### config.mk
export PLATFORM = sky130hd
export DESIGN_NAME = proc_sequencer
export DESIGN_NICKNAME = d
export VERILOG_FILES = /design/src/rtl/proc_sequencer.sv
export SDC_FILE = /design/constraint.sdc
export NUM_CORES = 1
export LEC_CHECK = 0
export ABC_AREA = 1
export BUFFER_PORTS_ARGS = -buffer_cell sky130_fd_sc_hd__buf_2
export CORE_ASPECT_RATIO = 1.25
export CORE_MARGIN = 2
export CORE_UTILIZATION = 37
export CTS_CLUSTER_SIZE = 28
export DETAILED_ROUTE_END_ITERATION = 8
export PLACE_DENSITY = 0.64
export SKIP_LAST_GASP = 1
export SYNTH_ARGS = -nofsm -noshare
export SYNTH_HDL_FRONTEND = slang
export SYNTH_SLANG_ARGS = --single-unit
### constraint.sdc
create_clock -name sys_clk -period 2.4 [get_ports sys_clk]
set_input_delay 0.72 -clock sys_clk [delete_from_list [all_inputs] [get_ports sys_clk]]
set_output_delay 0.72 -clock sys_clk [all_outputs]
set_load 0.02 [all_outputs]
### src/rtl/proc_sequencer.sv
// proc_sequencer: raster-walks the processing buffer once per start and writes ALU results (or a border constant) to the frame buffer.
module proc_sequencer #(
  parameter int IMG_W = 320,
  parameter int IMG_H = 240,
  parameter int AW_P = 17,
  parameter int AW_F = 17,
  parameter int DW = 12,
  parameter int RD_LAT = 1,
  parameter logic [DW-1:0] BORDER_VAL = '0
) (
  input  logic            sys_clk,
  input  logic            rst,
  input  logic            start,
  input  logic            enable,
  input  logic            stall,
  output logic [AW_P-1:0] raddr_alu,
  input  logic [DW-1:0]   alu_dout,
  output logic [AW_F-1:0] waddr_alu,
  output logic [DW-1:0]   wdata_alu,
  output logic            wen_alu,
  output logic            busy,
  output logic            done
);
  localparam int N = IMG_W * IMG_H;
  localparam int XW = $clog2(IMG_W);
  localparam int YW = $clog2(IMG_H);
  typedef enum logic [1:0] {IDLE, RUN, DRAIN, DONE} state_t;
  state_t state_q;
  logic [XW-1:0] x_q;
  logic [YW-1:0] y_q;
  logic [AW_P-1:0] idx_q;
  logic [RD_LAT-1:0] vld_q;
  logic [AW_P-1:0] pidx_q [RD_LAT];
  logic brd_q [RD_LAT];
  logic [AW_F-1:0] waddr_q;
  logic [DW-1:0] wdata_q;
  logic issue, last, x_last, border;
  assign issue = state_q == RUN && !stall;
  assign last = idx_q == AW_P'(N - 1);
  assign x_last = x_q == XW'(IMG_W - 1);
  assign border = x_q == '0 || x_last || y_q == '0 || y_q == YW'(IMG_H - 1);
  // idx_q doubles as the presented read address; it stops at N-1 so no out-of-range address is shown
  assign raddr_alu = idx_q;
  assign wen_alu = vld_q[RD_LAT-1];
  assign waddr_alu = wen_alu ? AW_F'(pidx_q[RD_LAT-1]) : waddr_q;
  assign wdata_alu = wen_alu ? (brd_q[RD_LAT-1] ? BORDER_VAL : alu_dout) : wdata_q;
  assign busy = state_q != IDLE;
  assign done = state_q == DONE;
  always_ff @(posedge sys_clk) begin
    if (rst) begin
      state_q <= IDLE;
      x_q <= '0;
      y_q <= '0;
      idx_q <= '0;
      vld_q <= '0;
      waddr_q <= '0;
      wdata_q <= '0;
    end else begin
      waddr_q <= waddr_alu;
      wdata_q <= wdata_alu;
      vld_q <= (vld_q << 1) | RD_LAT'(issue);
      pidx_q[0] <= idx_q;
      brd_q[0] <= border;
      for (int i = 1; i < RD_LAT; i++) begin
        pidx_q[i] <= pidx_q[i-1];
        brd_q[i] <= brd_q[i-1];
      end
      case (state_q)
        IDLE: if (start && enable) begin
          state_q <= RUN;
          x_q <= '0;
          y_q <= '0;
          idx_q <= '0;
        end
        RUN: if (issue) begin
          if (last) state_q <= DRAIN;
          else begin
            idx_q <= idx_q + 1'b1;
            x_q <= x_last ? '0 : x_q + 1'b1;
            y_q <= x_last ? y_q + 1'b1 : y_q;
          end
        end
        // done must follow the final write directly, so look only at entries still queued behind the output stage
        DRAIN: if ((vld_q << 1) == '0) state_q <= DONE;
        default: state_q <= IDLE;
      endcase
    end
  end
endmodule
-- Yosys cells after proc, flatten, opt, wreduce, memory -nomap -nowiden
Memories as Yosys holds them, arrays and structs flattened.
Cells that the tools add are included.
- $lt $le $gt $ge: 0
- shifts and indexed selects: 0
- bitwise logic cells: 0
- multipliers: 0
- divide/modulo/power cells: 0
- reductions and logical operators: 14
- multiplexer cells: 22
- equal/unequal tests: 11
- $add $sub $neg: 3
- operators by type and width (kind ; count):
    $mux 17 ; 4
    $mux 9 ; 4
    $pmux 17 s2 ; 1
    $mux 8 ; 4
    $mux 12 ; 2
    $pmux 9 s2 ; 1
    $add 17x1->17 const B ; 1
    $eq 17x17->1 const B ; 1
    $pmux 8 s2 ; 1
    $ne 2x2->1 const B ; 5
    $add 9x1->9 const B ; 1
    $eq 9x9->1 const B ; 1
    $logic_not 9->1 ; 1
    $add 8x1->8 const B ; 1
    $eq 8x8->1 const B ; 1
    $logic_not 8->1 ; 1
    $mux 2 ; 3
    $pmux 2 s3 ; 1
    $reduce_and 5->1 ; 1
    $eq 2x2->1 const B ; 2
    $reduce_and 4->1 ; 1
    $reduce_bool 2->1 ; 2
    $logic_or 1x1->1 ; 3
    $reduce_and 3->1 ; 1
    other kinds (5) ; 6
- latch bits: 0
- memory bits (read-only): 0
- flip-flop bits (word level): 66
- output and inout bits: 49
- logic and storage cells: 59
- memories: 2
- RAM bits: 18
- bits of input ports: 17
- memories (memory ; words ; bits a word ; read ports ; clocked after Yosys merged registers in ; write ports ; line ; source):
    pidx_q ; 1 ; 17 ; 1 ; 0 ; 1 ; 33 ; logic [AW_P-1:0] pidx_q [RD_LAT];
    brd_q ; 1 ; 1 ; 1 ; 0 ; 1 ; 34 ; logic brd_q [RD_LAT];

-- Longest topological paths before layout
Gate-level depths: netlist of run 1.
- word-level depth: 5
- mapped depth: 12
- mapped depth without buffers: 11

-- Worst setup path before layout of run 1
Ideal clock, no wire load.
- path kind: reg2out
- from: register vld_q (netlist: wen_alu)
- to: output port wdata_alu[10]
- slack: 0.213 ns
- required time: 1.680 ns
- arrival: 1.467 ns
- path buffers: 1
- cell stages (with the launch flop): 5
- cell sequence: dfxtp_1 > inv_2 > or2_2 > clkbuf_1 > o22ai_1
- longest elaborated chain between the ends: 1
- RTL lines (item ; line ; source):
    start, declared ; 32 ; logic [RD_LAT-1:0] vld_q;
    start signal, assigned ; 61 ; vld_q <= (vld_q << 1) | RD_LAT'(issue);
    $mux 12 ; 46 ; assign wdata_alu = wen_alu ? (brd_q[RD_LAT-1] ? BORDER_VAL : alu_dout) : wdata_q;
    end, declared ; 19 ; output logic [DW-1:0] wdata_alu,
Every way passes these cells.

-- Final worst setup path of run 1
- from: register vld_q (netlist: wen_alu)
- to: output port wdata_alu[6]
Same word-level chain as after synthesis.

==> results.ini, run 1 <==
[run_status]
status = complete, no violations

[final_layout]
finish.instance_area_um2 = 4950
nNetsFinal = 686
insertedDiodeCount = 0
n_fill_cell = 1114
drive_above_1_share_pct = 15.8
ff_latch_area_um2 = 1860
areaGrowthSynthToFinish_pct = 17.7
multiInputGateArea_um2 = 1810
final_cells = 799

[sta]
fin_crit_sh_pct = 93.2
setup-violations-final = 0
fmax_mhz = 447
finalHoldViolCount = 0
setup_slack_ns = 0.164
rsz0062_at_grt = false
slew_headroom_pct = 54.4
worst_pin_slew_ns = 0.682
slew_violations = 0
tns_ns = 0
finClkSkew_ns = 0.00858
period_minus_slack_ns = 2.24

[floorplan]
pin_count = 66
coreArea_um2 = 11100
fp.dieW_um = 99.4
row_count = 43
start_util_pct = 38.0
die_y_um = 123
die_area_um2 = 12200

[worst_hold_path]
hold_depth = 2
min_from = waddr_q[7]$_SDFF_PP0_
hold_end = waddr_q[7]$_SDFF_PP0_
holdCritPathClass = flop to flop

[drt]
wirelength_mm = 9.95
vias = 3885
ant_nets = 0
wire_per_inst_um = 12.5
drt_pre_antenna_iters = 4
first_iter_violations = 219
drc = 0
vias_per_cell = 4.86

[place]
dp_hpwl_mm = 7.22
placed_cell_area_um2 = 4640
port_buffers = 65
dp_cells = 783
pre_cts_ws_ns = 0.285
gp_congestion = 0.860

[power_and_ir_drop]
ir_drop_uv = 441
p_per_area_nw_per_um2 = 881
leakagePower_nw = 2.40
finalPower_mw = 4.36

[logic_synthesis]
synth_fp_nets = 621
yosysTopAreaCell = dfxtp_1
synth_cell_type_count = 28
syn_area_per_cell_um2 = 7.09
ys_seq_elements = 84
yosysWarnings = 0
synth-seq-area-share_pct = 44.2
synthTopCellsByArea = dfxtp_1 31%, nand2_1 15%, edfxtp_1 13%
synth_top_area_share_pct = 31.4
synthCells = 594
netlist_area_um2 = 4210

[clocking]
cts_tree = done
cts_max_level = 3
cts_hold_buf = 0
clk_pin_slew_ns = 0.06
clockBufferDepth = 2
cts_root_buf = clkbuf_16
cts_buffers = 9
insertion_delay_ns = 0.34
post_cts_resized = 0
post-cts-setup-buffers = 0
numClockSinks = 84

[global_routing]
overflow = 0
grt_pass1_wl_mm = 16.8
grt_start_max_net_pins = 40
antenna_found_initial = 0
track_usage_pct = 17.1
grt_pass1_vias = 3723

[critical_path]
critical_path_class = flop to primary output
cp.required_ns = 1.68
cp_max_fo = 12
r2r_start = state_q[1]$_SDFFE_PP0P_
setup.worst_path.end_class = primary output
arrival_ns = 1.52
timing.rr.end = raddr_alu[15]$_SDFFE_PP0P_
ff2ff_path_depth = 10
regToRegSetupSlack_ns = 0.36
crit_path_start_kind = flop

[flow_run]
drv_cap = 0

registers in the layout (all words and copies together), names as in the netlist:
| register | cells |
|---|---|
| brd_q | 1 |
| pidx_q | 17 |
| raddr_alu | 17 |
| state_q | 2 |
| waddr_q | 17 |
| wdata_q | 12 |
| wen_alu | 1 |
| x_q | 9 |
| y_q | 8 |
cell usage after synthesis:
| master | count |
|---|---|
| ha_1 | 10 |
| nand3_2 | 3 |
| nor3_1 | 7 |
| nand2_4 | 1 |
| o21ai_0 | 16 |
| o31ai_1 | 1 |
| nand2_1 | 172 |
| nand3_1 | 24 |
| nor2_1 | 59 |
| edfxtp_1 | 18 |
| nor4_1 | 1 |
| or2_2 | 1 |
| a21oi_1 | 37 |
| buf_1 | 3 |
| inv_1 | 103 |
| nand4_1 | 27 |
| o22ai_1 | 12 |
| o21a_1 | 1 |
| a31oi_1 | 1 |
| nor2_4 | 3 |
| buf_8 | 1 |
| dfxtp_1 | 66 |
| buf_6 | 6 |
| clkbuf_1 | 9 |
| buf_2 | 3 |
| nand2_2 | 3 |
| inv_2 | 3 |
| nor3b_1 | 3 |
placed cells by master (no fill, tap or decap), types with 7 or more instances in the layout:
| master | count |
|---|---|
| nor2_1 | 59 |
| edfxtp_1 | 18 |
| dfxtp_1 | 66 |
| inv_1 | 103 |
| nand2_1 | 172 |
| buf_4 | 11 |
| a21oi_1 | 37 |
| clkbuf_16 | 10 |
| ha_1 | 10 |
| buf_2 | 65 |
| o22ai_1 | 12 |
| o21ai_0 | 16 |
| nand4_1 | 27 |
| nor3_1 | 7 |
| nand3_1 | 24 |
worst max-delay path, cell delays in order (launching register included):
cell and delay, ns:
dfxtp_1 0.35, inv_2 0.04, or2_2 0.38, o22ai_1 0.20, buf_2 0.20
kinds of logic (layout without fill, tap and decap cells):
| kind of cell | count (synthesis) | after routing | synth area share, % |
|---|---|---|---|
| AO/OA/AOI/OAI | 68 | 68 | 8.59 |
| adder cells (fa/ha/maj) | 10 | 10 | 2.97 |
| AND/OR/NAND/NOR | 304 | 304 | 31.4 |
| flip-flops | 84 | 84 | 44.2 |
| buffers and inverters | 128 | 198 | 12.8 |
per-layer routing:
metal	GRT usage [%]	share of wire, %	up-vias
li1	-	-	2002
met1	19.5	43	1793
met2	31.2	51	80
met3	3.17	3.7	10
met4	7.11	1.6	0
met5	0	0	-
worst max-delay path by stage:
stage                             from                    endpoint  cells after the start
floorplan           wen_alu$_SDFF_PP0_               wdata_alu[10]                      4
global placement                   rst  raddr_alu[15]$_SDFFE_PP0P_                      8
detailed placement                 rst  raddr_alu[15]$_SDFFE_PP0P_                      8
CTS                 wen_alu$_SDFF_PP0_                wdata_alu[1]                      4
global route        wen_alu$_SDFF_PP0_                wdata_alu[4]                      4
finish              wen_alu$_SDFF_PP0_                wdata_alu[6]                      4
report_power, final:
part           total (mW)  switching (mW)  internal, mW  leakage [nW]
Combinational        1.23           0.856         0.374          1.53
Sequential           1.69           0.109          1.58         0.718
Clock                1.44           0.573         0.872         0.155
cell type report:
cell class / instances / share of cell area [%]
clock buffers: 11 / 5.13
clock inverters: 5 / 1.16
inverters: 106 / 8.03
multi-input cells: 382 / 36.5
flip-flops and latches: 84 / 37.6
well taps: 135 / 3.41
repair buffers: 76 / 8.23
metrics by stage:
step                hold WS [ns]  utilization (%)
floorplan                  0.448                -
global placement           0.456             41.9
detailed placement         0.461             41.9
CTS                        0.470             44.7
global route               0.498             44.7
finish                     0.467             44.7
(Power assumes the default switching activity.)
==> run 2: changes to the inputs <==
Settings changed: CORE_ASPECT_RATIO 1.25 to 1.2.
==> run 2 against run 1 <==
Net effect:
- combinational power barely moved
- routed wire length fell by 1.3%
- cell count rose by 2.5%
- final area did not move
- critical path depth fell by 1
- critical path type unchanged
==> results.ini, run 2 (synthesis results as in run 1) <==
[run_status]
status = complete, no violations

[clocking]
cts_tree = done
cts_root_buf = clkbuf_16
cts_hold_buf = 0  ; unchanged
post-cts-setup-buffers = 0  ; unchanged
post_cts_resized = 0  ; unchanged
clk_pin_slew_ns = 0.07  ; about the same
cts_buffers = 9  ; unchanged
clockBufferDepth = 2  ; unchanged
numClockSinks = 84  ; unchanged
insertion_delay_ns = 0.34  ; about the same
cts_max_level = 3  ; unchanged

[global_routing]
track_usage_pct = 16.4  ; -0.65 points
grt_start_max_net_pins = 40  ; unchanged
globalRouteMet2Util_pct = 27.2  ; -4.0 points
use_met3_pct = 3.64  ; +0.48 points
grt_pass1_wl_mm = 16.0  ; -4.6%
grt_pass1_vias = 3460  ; -7.1%
met1_usage_pct = 20.2  ; +0.67 points
overflow = 0  ; unchanged
antenna_found_initial = 0  ; unchanged
busiest_layer = met2

[sta]
finClkSkew_ns = 0.00911  ; +0.000535 ns
slew_headroom_pct = 51.5  ; -2.9 points
worst_pin_slew_ns = 0.725  ; +0.0428 ns
setup_slack_ns = 0.172  ; +0.00767 ns
tns_ns = 0  ; unchanged
finalHoldViolCount = 0  ; unchanged
fin_crit_sh_pct = 92.8  ; -0.32 points
fmax_mhz = 449  ; +0.34%
hold_slack_ns = 0.467  ; -0.0000370 ns
period_minus_slack_ns = 2.23  ; -0.00767 ns
slew_violations = 0  ; unchanged
rsz0062_at_grt = false
setup-violations-final = 0  ; unchanged

[place]
port_buffers = 65  ; unchanged
dp_hpwl_mm = 6.98  ; -3.3%
pre_cts_ws_ns = 0.299  ; +0.0143 ns
gp_congestion = 0.855  ; -0.59%

[critical_path]
ff2ff_path_depth = 9  ; -1
slowest_stage = or2_2
crit_path_cell_trace = or2_2 -> o22ai_1 -> buf_2
setup.worst_path.end_class = primary output
critical_path_class = flop to primary output
cp.required_ns = 1.68  ; about the same
crit_path_max_incr_delay_ns = 0.41  ; +0.03 ns
regToRegSetupSlack_ns = 0.36  ; about the same
crit_buf_inv = 1  ; -1
crit_path_start_kind = flop
cp_num_cells = 3  ; -1
critPathTopFamily = simple AND/OR/NAND/NOR gates
r2r_start = state_q[0]$_SDFFE_PP0P_
arrival_ns = 1.51  ; about the same
timing.rr.end = raddr_alu[15]$_SDFFE_PP0P_
cp_max_fo = 12  ; unchanged

[final_layout]
postLayoutCoreUtil_pct = 44.7  ; about the same
areaGrowthSynthToFinish_pct = 17.7  ; unchanged
insertedDiodeCount = 0  ; unchanged
n_fill_cell = 1140  ; +2.3%
drive_above_1_share_pct = 16.1  ; +0.28 points
final_common_cell = nand2_1
nNetsFinal = 687  ; +0.15%
layout_common_cells = 172 x nand2_1, 103 x inv_1, 66 x dfxtp_1
ff_latch_area_um2 = 1860  ; unchanged
multiInputGateArea_um2 = 1810  ; unchanged

[floorplan]
coreArea_um2 = 11100  ; about the same
pin_count = 66  ; unchanged
row_count = 42  ; -2.3%
die_y_um = 121  ; -2.0%
die_area_um2 = 12200  ; about the same
start_util_pct = 38.0  ; about the same
fp.dieW_um = 101  ; +2.0%

[power_and_ir_drop]
leakagePower_nw = 2.39  ; -0.38%
p_per_area_nw_per_um2 = 859  ; -2.4%
ir_drop_uv = 462  ; +4.7%

[flow_run]
drv_cap = 0  ; unchanged

[drt]
wire_per_inst_um = 12.0  ; -3.7%
ant_nets = 0  ; unchanged
vias = 3836  ; -1.3%
first_iter_violations = 186  ; -15%
drc = 0  ; unchanged
vias_per_cell = 4.68  ; -3.7%
wirelength_mm = 9.82  ; -1.3%
drt_pre_antenna_iters = 4  ; unchanged

[worst_hold_path]
holdCritPathClass = flop to flop
hold_end = waddr_q[15]$_SDFF_PP0_
min_from = waddr_q[15]$_SDFF_PP0_
hold_depth = 2  ; unchanged

## run 2: worst max path at each step
stage | startpoint | endpoint | slack, ns
final | brd_q[0]$_DFFE_PN_ | wdata_alu[1] | 0.17
after global routing | wen_alu$_SDFF_PP0_ | wdata_alu[1] | 0.07
after CTS | wen_alu$_SDFF_PP0_ | wdata_alu[1] | 0.14
after detailed placement | rst | raddr_alu[15]$_SDFFE_PP0P_ | 0.30
after global placement | rst | raddr_alu[15]$_SDFFE_PP0P_ | 0.34
after floorplan | wen_alu$_SDFF_PP0_ | wdata_alu[10] | 0.21
## run 2: layout make-up
| class | count | area share [%] |
|---|---|---|
| timing repair buffer | 77 | 8.38 |
| multi-input combinational | 382 | 36.5 |
| inverter | 106 | 8.03 |
| tap | 154 | 3.89 |
| clock inverter | 7 | 1.11 |
| sequential | 84 | 37.6 |
| clock buffer | 9 | 4.55 |
## run 2: report_power, final
group | leakage [nW] | total (mW) | switching (mW) | internal [mW]
logic | 1.53 | 1.25 | 0.869 | 0.382
registers | 0.718 | 1.68 | 0.105 | 1.58
clock network | 0.142 | 1.32 | 0.603 | 0.718
## run 2: worst min-delay path, stage by stage (launching register included)
cell and delay [ns]:
dfxtp_1 0.30, nand2_1 0.07, a21oi_1 0.05
## run 2: through the flow
step,cell area [µm²],std cells,power [mW]
finish,4950,819,4.26
global route,4950,819,4.51
CTS,4950,819,4.29
detailed placement,4670,803,2.96
global placement,4670,803,2.92
floorplan,4210,594,2.64
## run 2: metal layers
metal / vias to the layer above / wire length [µm]
li1: 2007 / -
met5: - / 0
met3: 18 / 475
met1: 1707 / 4340
met4: 0 / 233
met2: 104 / 4770
==> run 3: changes to the inputs <==
Settings changed: PLACE_DENSITY 0.64 to 0.66, RECOVER_POWER set to 25.
Clock period 2.4 ns to 1.84 ns, I/O delays scaled along.
==> run 3 against run 2 <==
Net effect:
- the run now ends with setup timing left
- critical path type unchanged
- hold slack got worse by 0.051 ns
- critical endpoint is now wdata_alu[10]
- register-to-register slack worse by 0.29 ns
- routed wire length up 7.3%
- total power rose by 38%
==> results.ini, run 3 (synthesis results as in run 1) <==
[run_status]
status = finished, violations left
violations = setup timing

[global_routing]
track_usage_pct = 17.3  ; +0.85 points
grt_start_max_net_pins = 30  ; -25%
grt_pass1_vias = 3795  ; +9.7%
overflow = 0  ; unchanged
grt_pass1_wl_mm = 16.9  ; +5.6%
antenna_found_initial = 0  ; unchanged

[place]
dp_hpwl_mm = 7.34  ; +5.1%
dp_cells = 821  ; +2.2%
gp_congestion = 0.869  ; +1.6%
port_buffers = 65  ; unchanged
placed_cell_area_um2 = 4970  ; +6.4%

[clocking]
numClockSinks = 84  ; unchanged
cts_hold_buf = 0  ; unchanged
clockBufferDepth = 2  ; unchanged
clk_pin_slew_ns = 0.06  ; about the same
cts_root_buf = clkbuf_16
cts_tree = done
cts_buffers = 9  ; unchanged
insertion_delay_ns = 0.34  ; about the same
cts_max_level = 3  ; unchanged

[worst_hold_path]
hold_depth = 2  ; unchanged
holdCritPathClass = input pin to flop

[critical_path]
ff2ff_path_depth = 10  ; +1
critical_path_class = flop to primary output
cp.required_ns = 1.29  ; -0.39 ns
cp_max_fo = 6  ; -6
setup.worst_path.end_class = primary output
crit_path_start_kind = flop
arrival_ns = 1.42  ; -0.09 ns

[sta]
slew_violations = 0  ; unchanged
slew_headroom_pct = 72.6  ; +21 points
fmax_mhz = 507
finalHoldViolCount = 0  ; unchanged
finClkSkew_ns = 0.00816  ; -0.000950 ns
fin_crit_sh_pct = 107
setup-violations-final = 28  ; +28
worst_pin_slew_ns = 0.407  ; -0.318 ns
rsz0062_at_grt = true
setup_slack_ns = -0.131  ; -0.303 ns
period_minus_slack_ns = 1.97

[floorplan]
fp.dieW_um = 101  ; unchanged
start_util_pct = 38.0  ; unchanged
row_count = 42  ; unchanged
die_y_um = 121  ; unchanged
die_area_um2 = 12200  ; unchanged
pin_count = 66  ; unchanged
coreArea_um2 = 11100  ; unchanged

[final_layout]
insertedDiodeCount = 0  ; unchanged
final_common_cell = nand2_1
final_cells = 851  ; +3.9%
areaGrowthSynthToFinish_pct = 31.6
drive_above_1_share_pct = 20.8  ; +4.7 points
nNetsFinal = 719  ; +4.7%
layout_common_cells = 172 x nand2_1, 102 x inv_1, 64 x dfxtp_1
finish.instance_area_um2 = 5540  ; +12%

[drt]
wire_per_inst_um = 12.4  ; +3.2%
vias_per_cell = 4.76  ; +1.6%
ant_nets = 0  ; unchanged
drc = 0  ; unchanged
drt_pre_antenna_iters = 4  ; unchanged
wirelength_mm = 10.5  ; +7.3%
vias = 4049  ; +5.6%
first_iter_violations = 310  ; +67%

[power_and_ir_drop]
ir_drop_uv = 820  ; +78%
leakagePower_nw = 2.57  ; +7.3%
p_per_area_nw_per_um2 = 1060  ; +23%
finalPower_mw = 5.87  ; +38%

[flow_run]
drv_cap = 0  ; unchanged

run 3: cell types whose count changed in the layout (fill, tap and decap cells not counted), moves of 3 or more:
cell	previous run	this run
buf_4	12	26
buf_6	0	14
buf_2	65	52
o22ai_1	12	0
o22ai_4	0	12
clkbuf_1	0	10
inv_6	5	0
buf_16	0	3
run 3: cell type report:
| class | count | area, µm² |
|---|---|---|
| Inverter | 106 | 398 |
| Timing Repair Buffer | 108 | 798 |
| Clock buffer | 9 | 225 |
| Fill cell | 1051 | 5550 |
| Clock inverter | 7 | 52.6 |
| Tap cell | 154 | 193 |
| Sequential cell | 84 | 1860 |
| Multi-Input combinational cell | 383 | 2010 |
run 3: final timing paths:
| kind | endpoint | slack [ns] | from |
|---|---|---|---|
| max | wdata_alu[10] | -0.13 | wen_alu$_SDFF_PP0_ |
| min | wen_alu$_SDFF_PP0_ | 0.42 | stall |
| max reg2reg | raddr_alu[4]$_SDFFE_PP0P_ | 0.07 | raddr_alu[1]$_SDFFE_PP0P_ |
| min reg2reg | pidx_q[0][15]$_DFFE_PN_ | 0.46 | raddr_alu[15]$_SDFFE_PP0P_ |
run 3: report_power, final:
part	leakage, nW	total [mW]	internal (mW)	switching, mW
Sequential	0.719	2.17	2.06	0.104
Combinational	1.72	2.01	0.726	1.29
Clock	0.131	1.69	0.921	0.765
run 3: layer usage:
| layer | up-vias | wire (µm) | track usage [%] |
|---|---|---|---|
| li1 | 2076 | - | - |
| met1 | 1831 | 4690 | 21.1 |
| met2 | 127 | 5160 | 29.8 |
| met3 | 15 | 519 | 3.29 |
| met4 | 0 | 162 | 6.50 |
| met5 | - | 0 | 0 |
run 3: timing repair:
item	CTS	global route
cloned	2	2
endpoints found under the hold margin	0	0
endpoints found under the setup margin	31	57
resized for setup	37	8
buffers inserted	3	7
pin swaps	2	3
run 3: through the flow:
step | utilization, % | setup TNS [ns] | setup slack (ns) | hold WS (ns)
2_1_floorplan | - | 0 | 0.0426 | 0.447
3_3_place_gp | 44.9 | 0 | 0.134 | 0.435
3_5_place_dp | 44.9 | 0 | 0.0972 | 0.445
4_1_cts | 49.2 | -1.64 | -0.149 | 0.408
5_1_grt | 50.0 | -3.35 | -0.180 | 0.410
6_report | 50.0 | -1.63 | -0.131 | 0.417
run 3: worst max-delay path, cell delays in order, from the launching register on:
cell     delay, ns
dfxtp_2       0.34
inv_2         0.04
or2_4         0.28
buf_16        0.16
o22ai_4       0.13
buf_6         0.14
